File: src/rtl/pcie_pkt_ingress.sv
// ---------------------------------------------------------------------------
// pcie_pkt_ingress
// Upstream feeder of pcie_top. Accepts a 512-bit packet stream and writes its
// flits into the PCIe packet buffer, then one descriptor {queue_id, size} into
// the descriptor buffer with the last flit. A packet is admitted only when
// both buffers have room for a worst-case packet plus the occupancy-report
// lag, so once a packet is admitted it is never stalled.
//
// Optional build macro: PCIE_INGRESS_DROP_ON_FULL_EN
//   defined   : in IDLE the input never stalls; a sop arriving without room
//               discards the whole packet (drop_cnt+1).
//   undefined : a sop arriving without room is held off (in_ready=0).
//
// Ports
//   pcie_clk, pcie_reset_n   clock, asynchronous active-low reset
//   in_data/sop/eop/valid    flit stream input, in_queue_id sampled with sop
//   in_ready                 flit accepted when in_valid && in_ready
//   pcie_pkt_buf_wr_*        packet buffer write {data, sop, eop}, occupancy
//   pcie_desc_buf_wr_*       descriptor write {queue_id, size}, occupancy
//   pkt_cnt                  descriptors written (wraps)
//   drop_cnt                 orphan flits, mid-packet sops, full drops (wraps)
//   trunc_cnt                packets truncated at MAX_FLITS (wraps)
// ---------------------------------------------------------------------------
module pcie_pkt_ingress #(
    parameter int PDU_DEPTH  = 512,
    parameter int PDU_AWIDTH = 9,
    parameter int QID_WIDTH  = 5,
    parameter int MAX_FLITS  = 24,
    parameter int MARGIN     = 4
) (
    input  logic                                       pcie_clk,
    input  logic                                       pcie_reset_n,
    input  logic [511:0]                               in_data,
    input  logic                                       in_sop,
    input  logic                                       in_eop,
    input  logic                                       in_valid,
    input  logic [QID_WIDTH-1:0]                       in_queue_id,
    output logic                                       in_ready,
    output logic [513:0]                               pcie_pkt_buf_wr_data,
    output logic                                       pcie_pkt_buf_wr_en,
    input  logic [PDU_AWIDTH-1:0]                      pcie_pkt_buf_occup,
    output logic [QID_WIDTH+$clog2(MAX_FLITS+1)-1:0]   pcie_desc_buf_wr_data,
    output logic                                       pcie_desc_buf_wr_en,
    input  logic [PDU_AWIDTH-1:0]                      pcie_desc_buf_occup,
    output logic [31:0]                                pkt_cnt,
    output logic [31:0]                                drop_cnt,
    output logic [31:0]                                trunc_cnt
);

    localparam int SIZE_W = $clog2(MAX_FLITS + 1);
    localparam int DESC_W = QID_WIDTH + SIZE_W;
    localparam int SUM_W  = PDU_AWIDTH + 6;

    typedef enum logic [1:0] {
        IDLE = 2'd0,
        FWD  = 2'd1,
        DROP = 2'd2
    } state_t;

    state_t                 r_state, w_state_nxt;
    logic [QID_WIDTH-1:0]   r_qid, w_qid_nxt;
    logic [SIZE_W-1:0]      r_flit_cnt, w_flit_cnt_nxt;
    logic [SIZE_W-1:0]      w_cnt_plus1;
    logic                   r_pkt_wr_en, w_pkt_wr_en_nxt;
    logic [513:0]           r_pkt_wr_data, w_pkt_wr_data_nxt;
    logic                   r_desc_wr_en, w_desc_wr_en_nxt;
    logic [DESC_W-1:0]      r_desc_wr_data, w_desc_wr_data_nxt;
    logic [31:0]            r_pkt_cnt, r_drop_cnt, r_trunc_cnt;
    logic                   w_pkt_inc, w_drop_inc, w_trunc_inc;
    logic                   w_ready;
    logic                   w_room;
    logic [SUM_W-1:0]       w_pkt_sum, w_desc_sum;

    // Sums are widened so a near-full occupancy cannot wrap and look empty.
    assign w_pkt_sum  = SUM_W'(pcie_pkt_buf_occup) + SUM_W'(MAX_FLITS) + SUM_W'(MARGIN);
    assign w_desc_sum = SUM_W'(pcie_desc_buf_occup) + SUM_W'(MARGIN);
    assign w_room     = (w_pkt_sum < SUM_W'(PDU_DEPTH)) && (w_desc_sum < SUM_W'(PDU_DEPTH));

    assign w_cnt_plus1 = r_flit_cnt + 1'b1;

    always_comb begin
        w_state_nxt        = r_state;
        w_qid_nxt          = r_qid;
        w_flit_cnt_nxt     = r_flit_cnt;
        w_pkt_wr_en_nxt    = 1'b0;
        w_pkt_wr_data_nxt  = r_pkt_wr_data;
        w_desc_wr_en_nxt   = 1'b0;
        w_desc_wr_data_nxt = r_desc_wr_data;
        w_pkt_inc          = 1'b0;
        w_drop_inc         = 1'b0;
        w_trunc_inc        = 1'b0;
        w_ready            = 1'b0;

        case (r_state)
            IDLE: begin
`ifdef PCIE_INGRESS_DROP_ON_FULL_EN
                w_ready = 1'b1;
`else
                w_ready = !in_sop || w_room;
`endif
                if (in_valid && w_ready) begin
                    if (!in_sop) begin
                        w_drop_inc = 1'b1;
                    end
`ifdef PCIE_INGRESS_DROP_ON_FULL_EN
                    else if (!w_room) begin
                        w_drop_inc = 1'b1;
                        // A single-flit packet is already complete; only a
                        // multi-flit packet needs DROP to swallow its tail.
                        if (!in_eop)
                            w_state_nxt = DROP;
                    end
`endif
                    else begin
                        w_qid_nxt         = in_queue_id;
                        w_flit_cnt_nxt    = SIZE_W'(1);
                        w_pkt_wr_en_nxt   = 1'b1;
                        w_pkt_wr_data_nxt = {in_data, 1'b1, in_eop};
                        if (in_eop) begin
                            w_desc_wr_en_nxt   = 1'b1;
                            w_desc_wr_data_nxt = {in_queue_id, SIZE_W'(1)};
                            w_pkt_inc          = 1'b1;
                        end else begin
                            w_state_nxt = FWD;
                        end
                    end
                end
            end

            FWD: begin
                w_ready = 1'b1;
                if (in_valid) begin
                    w_flit_cnt_nxt    = w_cnt_plus1;
                    w_pkt_wr_en_nxt   = 1'b1;
                    w_pkt_wr_data_nxt = {in_data, 1'b0, 1'b0};
                    if (in_sop)
                        w_drop_inc = 1'b1;
                    if (in_eop) begin
                        w_pkt_wr_data_nxt[0] = 1'b1;
                        w_desc_wr_en_nxt     = 1'b1;
                        w_desc_wr_data_nxt   = {r_qid, w_cnt_plus1};
                        w_pkt_inc            = 1'b1;
                        w_state_nxt          = IDLE;
                    end else if (w_cnt_plus1 == SIZE_W'(MAX_FLITS)) begin
                        // Close the packet early; pkt_cnt counts every
                        // descriptor written, truncated ones included.
                        w_pkt_wr_data_nxt[0] = 1'b1;
                        w_desc_wr_en_nxt     = 1'b1;
                        w_desc_wr_data_nxt   = {r_qid, SIZE_W'(MAX_FLITS)};
                        w_pkt_inc            = 1'b1;
                        w_trunc_inc          = 1'b1;
                        w_state_nxt          = DROP;
                    end
                end
            end

            DROP: begin
                w_ready = 1'b1;
                if (in_valid && in_eop)
                    w_state_nxt = IDLE;
            end

            default: begin
                w_state_nxt = IDLE;
            end
        endcase
    end

    // Held low in reset so nothing upstream sees a flit taken.
    assign in_ready = pcie_reset_n && w_ready;

    always_ff @(posedge pcie_clk or negedge pcie_reset_n) begin
        if (!pcie_reset_n) begin
            r_state        <= IDLE;
            r_qid          <= '0;
            r_flit_cnt     <= '0;
            r_pkt_wr_en    <= 1'b0;
            r_pkt_wr_data  <= '0;
            r_desc_wr_en   <= 1'b0;
            r_desc_wr_data <= '0;
            r_pkt_cnt      <= '0;
            r_drop_cnt     <= '0;
            r_trunc_cnt    <= '0;
        end else begin
            r_state        <= w_state_nxt;
            r_qid          <= w_qid_nxt;
            r_flit_cnt     <= w_flit_cnt_nxt;
            r_pkt_wr_en    <= w_pkt_wr_en_nxt;
            r_pkt_wr_data  <= w_pkt_wr_data_nxt;
            r_desc_wr_en   <= w_desc_wr_en_nxt;
            r_desc_wr_data <= w_desc_wr_data_nxt;
            r_pkt_cnt      <= r_pkt_cnt + {31'd0, w_pkt_inc};
            r_drop_cnt     <= r_drop_cnt + {31'd0, w_drop_inc};
            r_trunc_cnt    <= r_trunc_cnt + {31'd0, w_trunc_inc};
        end
    end

    assign pcie_pkt_buf_wr_en    = r_pkt_wr_en;
    assign pcie_pkt_buf_wr_data  = r_pkt_wr_data;
    assign pcie_desc_buf_wr_en   = r_desc_wr_en;
    assign pcie_desc_buf_wr_data = r_desc_wr_data;
    assign pkt_cnt               = r_pkt_cnt;
    assign drop_cnt              = r_drop_cnt;
    assign trunc_cnt             = r_trunc_cnt;

endmodule

File: config.mk
export PLATFORM = sky130hd
export DESIGN_NAME = pcie_pkt_ingress
export DESIGN_NICKNAME = d
export VERILOG_FILES = /design/src/rtl/pcie_pkt_ingress.sv
export SDC_FILE = /design/constraint.sdc
export NUM_CORES = 1
export LEC_CHECK = 0
export ABC_AREA = 1
export BUFFER_PORTS_ARGS = -buffer_cell sky130_fd_sc_hd__buf_2
export CORE_AREA = 8 8 449 451
export CTS_CLUSTER_SIZE = 10
export DETAILED_ROUTE_END_ITERATION = 10
export DIE_AREA = 0 0 457 459
export GPL_TIMING_DRIVEN = 0
export PLACE_DENSITY = 0.35
export SLEW_MARGIN = 40
export SYNTH_ARGS = -nofsm -noshare
export SYNTH_HDL_FRONTEND = slang
export SYNTH_SLANG_ARGS = --single-unit
File: constraint.sdc
create_clock -name pcie_clk -period 8.2 [get_ports pcie_clk]
set_input_delay 0.41 -clock pcie_clk [delete_from_list [all_inputs] [get_ports pcie_clk]]
set_output_delay 0.41 -clock pcie_clk [all_outputs]
set_load 0.02 [all_outputs]
==> results of run 1 <==
## metal layers
layer / share of wire (%) / vias to the layer above / wire (um)
met5: 0.021 / - / 33
met4: 2.7 / 6 / 4220
met3: 11 / 204 / 16400
met2: 47 / 1115 / 73100
met1: 40 / 12400 / 62200
li1: - / 12400 / -
## metrics by stage
step	setup TNS, ns	hold slack, ns	util, %	instance area (um^2)	power, mW
floorplan	0	0.114	-	25300	9.44
global route	0	0.0804	21.9	42500	18.4
global placement	-5607.52	0.458	17.7	34300	13.4
detailed placement	0	0.323	17.8	34500	13.4
CTS	0	0.00529	21.9	42500	17.5
finish	0	0.153	21.9	42500	17.1
## area by class of cell
cell class / count / area, um^2
Tap cell: 2542 / 3180
Antenna cell: 17 / 42.5
Multi-Input combinational cell: 2034 / 8460
Timing Repair Buffer: 1686 / 11200
Clock inverter: 23 / 221
Fill cell: 21600 / 152000
Buffer: 119 / 698
Inverter: 84 / 315
Sequential cell: 634 / 15900
Clock buffer: 124 / 2480
## power breakdown
part / internal [mW] / switching, mW
clock network: 2.14 / 1.57
logic: 2.29 / 5.81
registers: 4.49 / 0.812
total: 8.92 / 8.19
## Yosys cell counts (3+ instances only)
master,n
xor2_1,58
o21bai_1,12
nor2_1,76
buf_6,4
xnor2_1,28
nand4_1,17
buf_2,66
ha_1,11
clkbuf_1,11
nand2_1,1702
nor3_1,36
nor4_1,4
inv_1,79
nand3_1,54
nand3b_1,3
buf_4,37
dfrtp_1,634
inv_2,4
o21ai_0,22
## flip-flops by register name (all words and copies together) (netlist names)
signal,count
pcie_pkt_buf_wr_en,1
pcie_desc_buf_wr_en,1
r_state,2
pkt_cnt,32
drop_cnt,32
r_qid,5
pcie_desc_buf_wr_data,10
pcie_pkt_buf_wr_data,514
trunc_cnt,32
r_flit_cnt,5
## logic make-up after synthesis
logic type,synth area share (%)
and+or+nand+nor,28.9
DFF,62.7
buffers and inverters,4.00
adders and majority gates,0.543
AOI/OAI and AO/OA,0.899
xor gates and xnor gates,2.97
## timing repair
action / in CTS / in global routing
hold endpoints to repair: 666 / 0
resized for setup: 0 / 0
hold buffers: 520 / 0
## worst max-delay path: cells and delay by family, from the launching register on
| kind | cells | cell delay (ns) |
|---|---|---|
| fa+ha+maj | 3 | 0.68 |
| flops | 1 | 0.39 |
| buf+inv | 4 | 0.52 |
| simple gates | 8 | 1.84 |
| xor+xnor | 1 | 0.15 |
## worst min path at each step
stage / startpoint / end / slack [ns] / cells past startpoint
4_1_cts: in_sop / pcie_pkt_buf_wr_en / 0.005 / 3
2_1_floorplan: pcie_reset_n / drop_cnt[0] / 0.11 / 0
3_5_place_dp: pcie_reset_n / pkt_cnt[7] / 0.32 / 1
6_report: in_sop / pcie_pkt_buf_wr_en / 0.15 / 3
3_3_place_gp: pcie_pkt_buf_wr_data[25] / pcie_pkt_buf_wr_data[25] / 0.46 / 2
5_1_grt: in_sop / pcie_pkt_buf_wr_en / 0.08 / 3
==> flow_summary.json, run 1 <==
{
  "grt_overflow": 0,
  "crit_end": "trunc_cnt[20]",
  "synth_nets": 3422,
  "grt_max_degree": 86,
  "status": "complete, no violations",
  "yosysWarnings": 0,
  "power.density_nw_per_um2": 403,
  "layout-drive-gt1-share_pct": 30.0,
  "path_common_cell": "nor2_1",
  "first_global_vias": 27700,
  "final_cell_mix": "1,702 x nand2_1, 1,223 x buf_2, 634 x dfrtp_1",
  "drt_iter0_markers": 1380,
  "critPathKind": "reg2reg",
  "maxCapViolations": 0,
  "worst_path_largest_cell_delay_ns": 0.54,
  "rows": 162,
  "met1_usage_pct": 16.8,
  "cts_sinks": 634,
  "rsz0062_at_grt": "no",
  "worstReg2RegEnd": "trunc_cnt[20]",
  "synth_flop_cell": "dfrtp_1",
  "netlist_instances": 2871,
  "max_slew_margin_pct": 50.2,
  "io_pins": 1163,
  "grt_first_pass_wirelength_um": 217000,
  "cts_root_buf": "clkbuf_16",
  "postSynthAreaPerCell_um2": 8.82,
  "path_clk_slew_ns": 0.06,
  "hold_violations": 0,
  "area_delta_synth_final_pct": 67.8,
  "detail-route-antenna-nets": 0,
  "period_needed_ns": 3.70,
  "synth_edf_count": 0,
  "dp.final_hpwl_um": 127000,
  "place_congestion": 0.846,
  "grtUsageTotal_pct": 14.3,
  "antenna_found_initial": 42,
  "cts_tree": "yes",
  "drt_pass1_iterations": 5,
  "core_area_um2": 194000,
  "postCtsSetupBuffers": 0,
  "reg2reg_from": "r_state[1]",
  "tightest_slew_ns": 0.746,
  "use_met2_pct": 23.6,
  "finClkSkew_ns": 0.0340,
  "synth_area_leaders": "dfrtp_1 63%, nand2_1 25%, xor2_1 2.0%, buf_2 1.3%, inv_1 1.2%",
  "maxSlewViolCount": 0,
  "vdd_ir_drop_max_mv": 0.236,
  "async_reset_ff_share_pct": 100,
  "required_ns": 8.79,
  "cp.arrival_ns": 4.29,
  "cts_buffer_depth": 3,
  "yosysSeqAreaShare_pct": 62.7,
  "cts_htree_levels": 3,
  "vias_per_cell": 3.59,
  "dp_cells": 6579,
  "die_y_um": 459,
  "max_freq_ghz": 0.270,
  "fin_crit_sh_pct": 45.2,
  "die_area_um2": 210000,
  "hp-class": "in2reg",
  "crit_chain": "inv_1 > ha_1 > buf_4 > inv_2 > nor2_1 > inv_1 > nor3_2 > ha_1 > ha_1 > nand3_1 > nor2_1 > nand2_1 > nor2_1 > nand3b_1 > nor2_1 > xor2_1",
  "synthDistinctLibCells": 29,
  "busiest_layer": "met2",
  "cpMaxStageDelayCell": "nor3_2",
  "layout_commonest_cell": "nand2_1",
  "r2r_slack_ns": 4.50,
  "setup_ws_ns": 4.50,
  "met3_usage_pct": 6.46,
  "avgRoutedWirePerCell_um": 21.5,
  "timing.final.setup_violations": 0,
  "ys_ff_latch": 634,
  "critPathMaxFanout": 9,
  "yosys.area.top_type": "dfrtp_1",
  "netlist.area_leader.share_pct": 62.7,
  "chipWidth_um": 457,
  "syn_area_um2": 25300,
  "totalWireLength_um": 156000,
  "io_buffers": 1158,
  "power.leakage_nw": 22.8,
  "startpoint_type": "register",
  "cp-startpoint": "r_state[1]",
  "worst_setup_path_end_kind": "register",
  "drcViolationCount": 0,
  "cts_buffers": 86,
  "post-place-ws_ns": 4.44,
  "stdcell_count": 7263,
  "start_util_pct": 13.0,
  "clk_latency_ns": 0.69,
  "vias": 26100,
  "final_nets": 5196,
  "r2r_cells": 16
}
No activity file was read; power rests on OpenSTA's default activity.
==> run 2: changes to the inputs <==
--- a/config.mk
+++ b/config.mk
@@ -5,12 +5,12 @@
 export SDC_FILE = /design/constraint.sdc
 export NUM_CORES = 1
 export LEC_CHECK = 0
-export ABC_AREA = 1
+export ABC_AREA = 0
 export BUFFER_PORTS_ARGS = -buffer_cell sky130_fd_sc_hd__buf_2
-export CORE_AREA = 8 8 449 451
+export CORE_AREA = 8 8 446 448
 export CTS_CLUSTER_SIZE = 10
 export DETAILED_ROUTE_END_ITERATION = 10
-export DIE_AREA = 0 0 457 459
+export DIE_AREA = 0 0 454 456
 export GPL_TIMING_DRIVEN = 0
 export PLACE_DENSITY = 0.35
 export SLEW_MARGIN = 40
==> constraint.sdc (replaced) <==
create_clock -name pcie_clk -period 3.4 [get_ports pcie_clk]
set_input_delay 0.17 -clock pcie_clk [delete_from_list [all_inputs] [get_ports pcie_clk]]
set_output_delay 0.17 -clock pcie_clk [all_outputs]
set_load 0.02 [all_outputs]
==> run 2 against run 1 <==
  * Global-route usage decreased by 1.7 points
  * Cell count shrank 18%
  * Design area decreased by 1.6%
  * Count of clock-buffer cells in the layout up 8
  * Synthesized cell count shrank 45%
  * Sequential power up 140%
  * Clock power up 140%
  * Clock skew down 0.0073 ns
  * Synthesized area fell by 3.2%
  * Total power grew 120%
  * Critical endpoint is now pkt_cnt[22]
==> flow_summary.json, run 2 <==
{
  "worstSetupPathDepth": 12,
  "critPathMaxFanout": 7,
  "grt_overflow": 0,
  "fin_crit_sh_pct": 92.4,
  "start_util_pct": 12.8,
  "r2r_cells": 12,
  "path_clk_slew_ns": 0.06,
  "nFillCells": 20900,
  "finClkSkew_ns": 0.0267,
  "totalWireLength_um": 134000,
  "max_freq_ghz": 0.318,
  "clk_latency_ns": 0.69,
  "yosys.area.top_type": "dfrtp_1",
  "die_y_um": 456,
  "fin_tns_setup_ns": 0,
  "largest_reg_flops": 514,
  "chipWidth_um": 454,
  "cp.arrival_ns": 3.68,
  "switching_power_mw": 15.6,
  "cts_sinks": 634,
  "io_pins": 1163,
  "drt_pass1_iterations": 5,
  "vias_per_cell": 3.40,
  "synth_flop_cell": "dfrtp_1",
  "p_seq_share_pct": 33.8,
  "power.density_nw_per_um2": 905,
  "grtUsageTotal_pct": 12.6,
  "dp.final_hpwl_um": 111000,
  "antenna_found_initial": 32,
  "cts_htree_levels": 3,
  "synthDistinctLibCells": 45,
  "cts_buffer_depth": 3,
  "worst_setup_path_end_kind": "register",
  "maxSlewViolCount": 0,
  "max_slew_margin_pct": 46.7,
  "crit_family": "simple AND/OR/NAND/NOR gates",
  "cts_tree": "yes",
  "period_needed_ns": 3.14,
  "worstHoldPathCells": 6,
  "p_clk_share_pct": 23.8,
  "postSynthAreaPerCell_um2": 15.6,
  "synthTopCellsByCount": "634 x dfrtp_1, 529 x mux2_2, 65 x xnor2_1",
  "drt_iter0_markers": 867,
  "place_congestion": 0.846,
  "path_buf_inv": 1,
  "rows": 161,
  "final_nets": 3902,
  "yosysWarnings": 0,
  "netlist_instances": 1575,
  "pwr-share-comb_pct": 42.4,
  "tightest_slew_ns": 0.795,
  "vdd_ir_drop_max_mv": 0.563,
  "layout_commonest_cell": "buf_2",
  "synthMostInstantiatedCell": "dfrtp_1",
  "first_global_vias": 22400,
  "cts_root_buf": "clkbuf_16",
  "synth_edf_count": 0,
  "layout-drive-gt1-share_pct": 55.4,
  "core_area_um2": 192000,
  "place_area_um2": 33800,
  "worst_path_largest_cell_delay_ns": 0.40,
  "hp-class": "in2reg",
  "cpMaxStageDelayCell": "dfrtp_1",
  "grt_max_degree": 90,
  "vias": 20200,
  "p_sw_share_pct": 41.1,
  "hold_violations": 0,
  "critPathKind": "reg2reg",
  "timing.final.setup_violations": 0,
  "syn_area_um2": 24500,
  "ys_ff_latch": 634,
  "required_ns": 3.93,
  "cts_buffers": 84,
  "grt_first_pass_wirelength_um": 184000,
  "drcViolationCount": 0,
  "synth_area_leaders": "dfrtp_1 65%, mux2_2 24%, xnor2_1 2.3%, buf_4 1.5%, xor2_1 0.93%",
  "die_area_um2": 207000,
  "yosysSeqAreaShare_pct": 64.7,
  "area_delta_synth_final_pct": 70.5,
  "fin_area_um2": 41800,
  "avgRoutedWirePerCell_um": 22.6,
  "power.leakage_nw": 19.2,
  "p_int_mw": 22.3,
  "netlist.area_leader.share_pct": 64.7,
  "crit_chain": "inv_1 > ha_2 > nand3_1 > nor3_4 > nand2_1 > a21oi_2 > ha_1 > ha_1 > and3_4 > nand2_1 > or3_1 > xnor2_1",
  "synth_nets": 2126,
  "async_reset_ff_share_pct": 100,
  "maxCapViolations": 0,
  "io_buffers": 1158,
  "status": "complete, no violations",
  "detail-route-antenna-nets": 0,
  "final_cell_mix": "1,166 x buf_2, 634 x dfrtp_1, 529 x mux2_2",
  "startpoint_type": "register"
}
-- run 2: per-stage QoR --
step / hold WS [ns] / utilization [%] / setup slack (ns) / instances / power [mW]
final: 0.244 / 21.8 / 0.259 / 5951 / 37.8
after floorplan: -0.126 / - / 0.390 / 1575 / 20.8
after detailed placement: 0.0367 / 17.6 / -0.625 / 5269 / 28.7
after global placement: 0.402 / 17.5 / -13.31 / 5259 / 28.6
after global routing: 0.168 / 21.8 / -0.00130 / 5946 / 40.0
after CTS: 0.116 / 21.8 / 0.0452 / 5942 / 38.7
-- run 2: area by class of cell --
type                    count  area [um^2]  area share [%]
inverters                  15         56.3           0.135
clock inverters            16          269           0.643
repair buffers           1694        11300            27.1
well taps                2526         3160            7.56
multi-input cells         859         8200            19.6
plain buffers              63          435            1.04
flip-flops and latches    634        15900            38.0
clock buffers             132         2470            5.90
diodes                     12         30.0          0.0718
-- run 2: final timing paths --
check	startpoint	slack (ns)	to
min reg2reg	drop_cnt[31]	0.47	drop_cnt[31]
min in group asynchronous	pcie_reset_n	0.59	pcie_pkt_buf_wr_data[13]
max	r_state[0]	0.26	pkt_cnt[22]
max reg2reg	r_state[0]	0.26	pkt_cnt[22]
min	pcie_desc_buf_occup[7]	0.24	r_state[1]
max in group asynchronous	pcie_reset_n	1.36	pcie_pkt_buf_wr_data[102]
-- run 2: routing by layer --
metal  GRT usage (%)  vias to the layer above  routed length, um
met2            21.2                      632              65900
li1                -                     9158                  -
met4            3.97                        6               4350
met1            13.4                    10300              48400
met5               0                        -                 40
met3            6.96                      182              15800
-- run 2: tightest hold or removal path: cells and delay by family --
| family | cells | cell delay, ns |
|---|---|---|
| and+or+nand+nor | 3 | 0.40 |
| AOI/OAI and AO/OA | 2 | 0.19 |
| buffers and inverters | 1 | 0.10 |
-- run 2: what timing repair did --
item	in CTS	in global routing
buffers inserted	2	0
hold buffers	524	0
setup endpoints to repair	34	40
hold endpoints to repair	701	0
resized for setup	5	3
pin swaps	1	1
-- run 2: logic make-up (layout without fill, tap and decap cells) --
kind of cell	Yosys count	count (layout)	synth area share, %
AO/OA/AOI/OAI	32	32	0.949
XOR/XNOR	91	91	3.25
adder cells (fa/ha/maj)	11	11	0.561
buffers and inverters	82	1920	2.07
flip-flops	634	634	64.7
multiplexers	532	532	24.4
other	0	12	0
AND/OR/NAND/NOR	193	193	4.07
-- run 2: power groups by stage --
stage	logic (mW)	clock network (mW)	registers, mW
2_1_floorplan	4.18	0	16.6
3_3_place_gp	15.8	0	12.8
3_5_place_dp	15.9	0	12.9
4_1_cts	16.5	9.45	12.8
5_1_grt	17.0	9.70	13.2
6_report	16.0	9.02	12.8
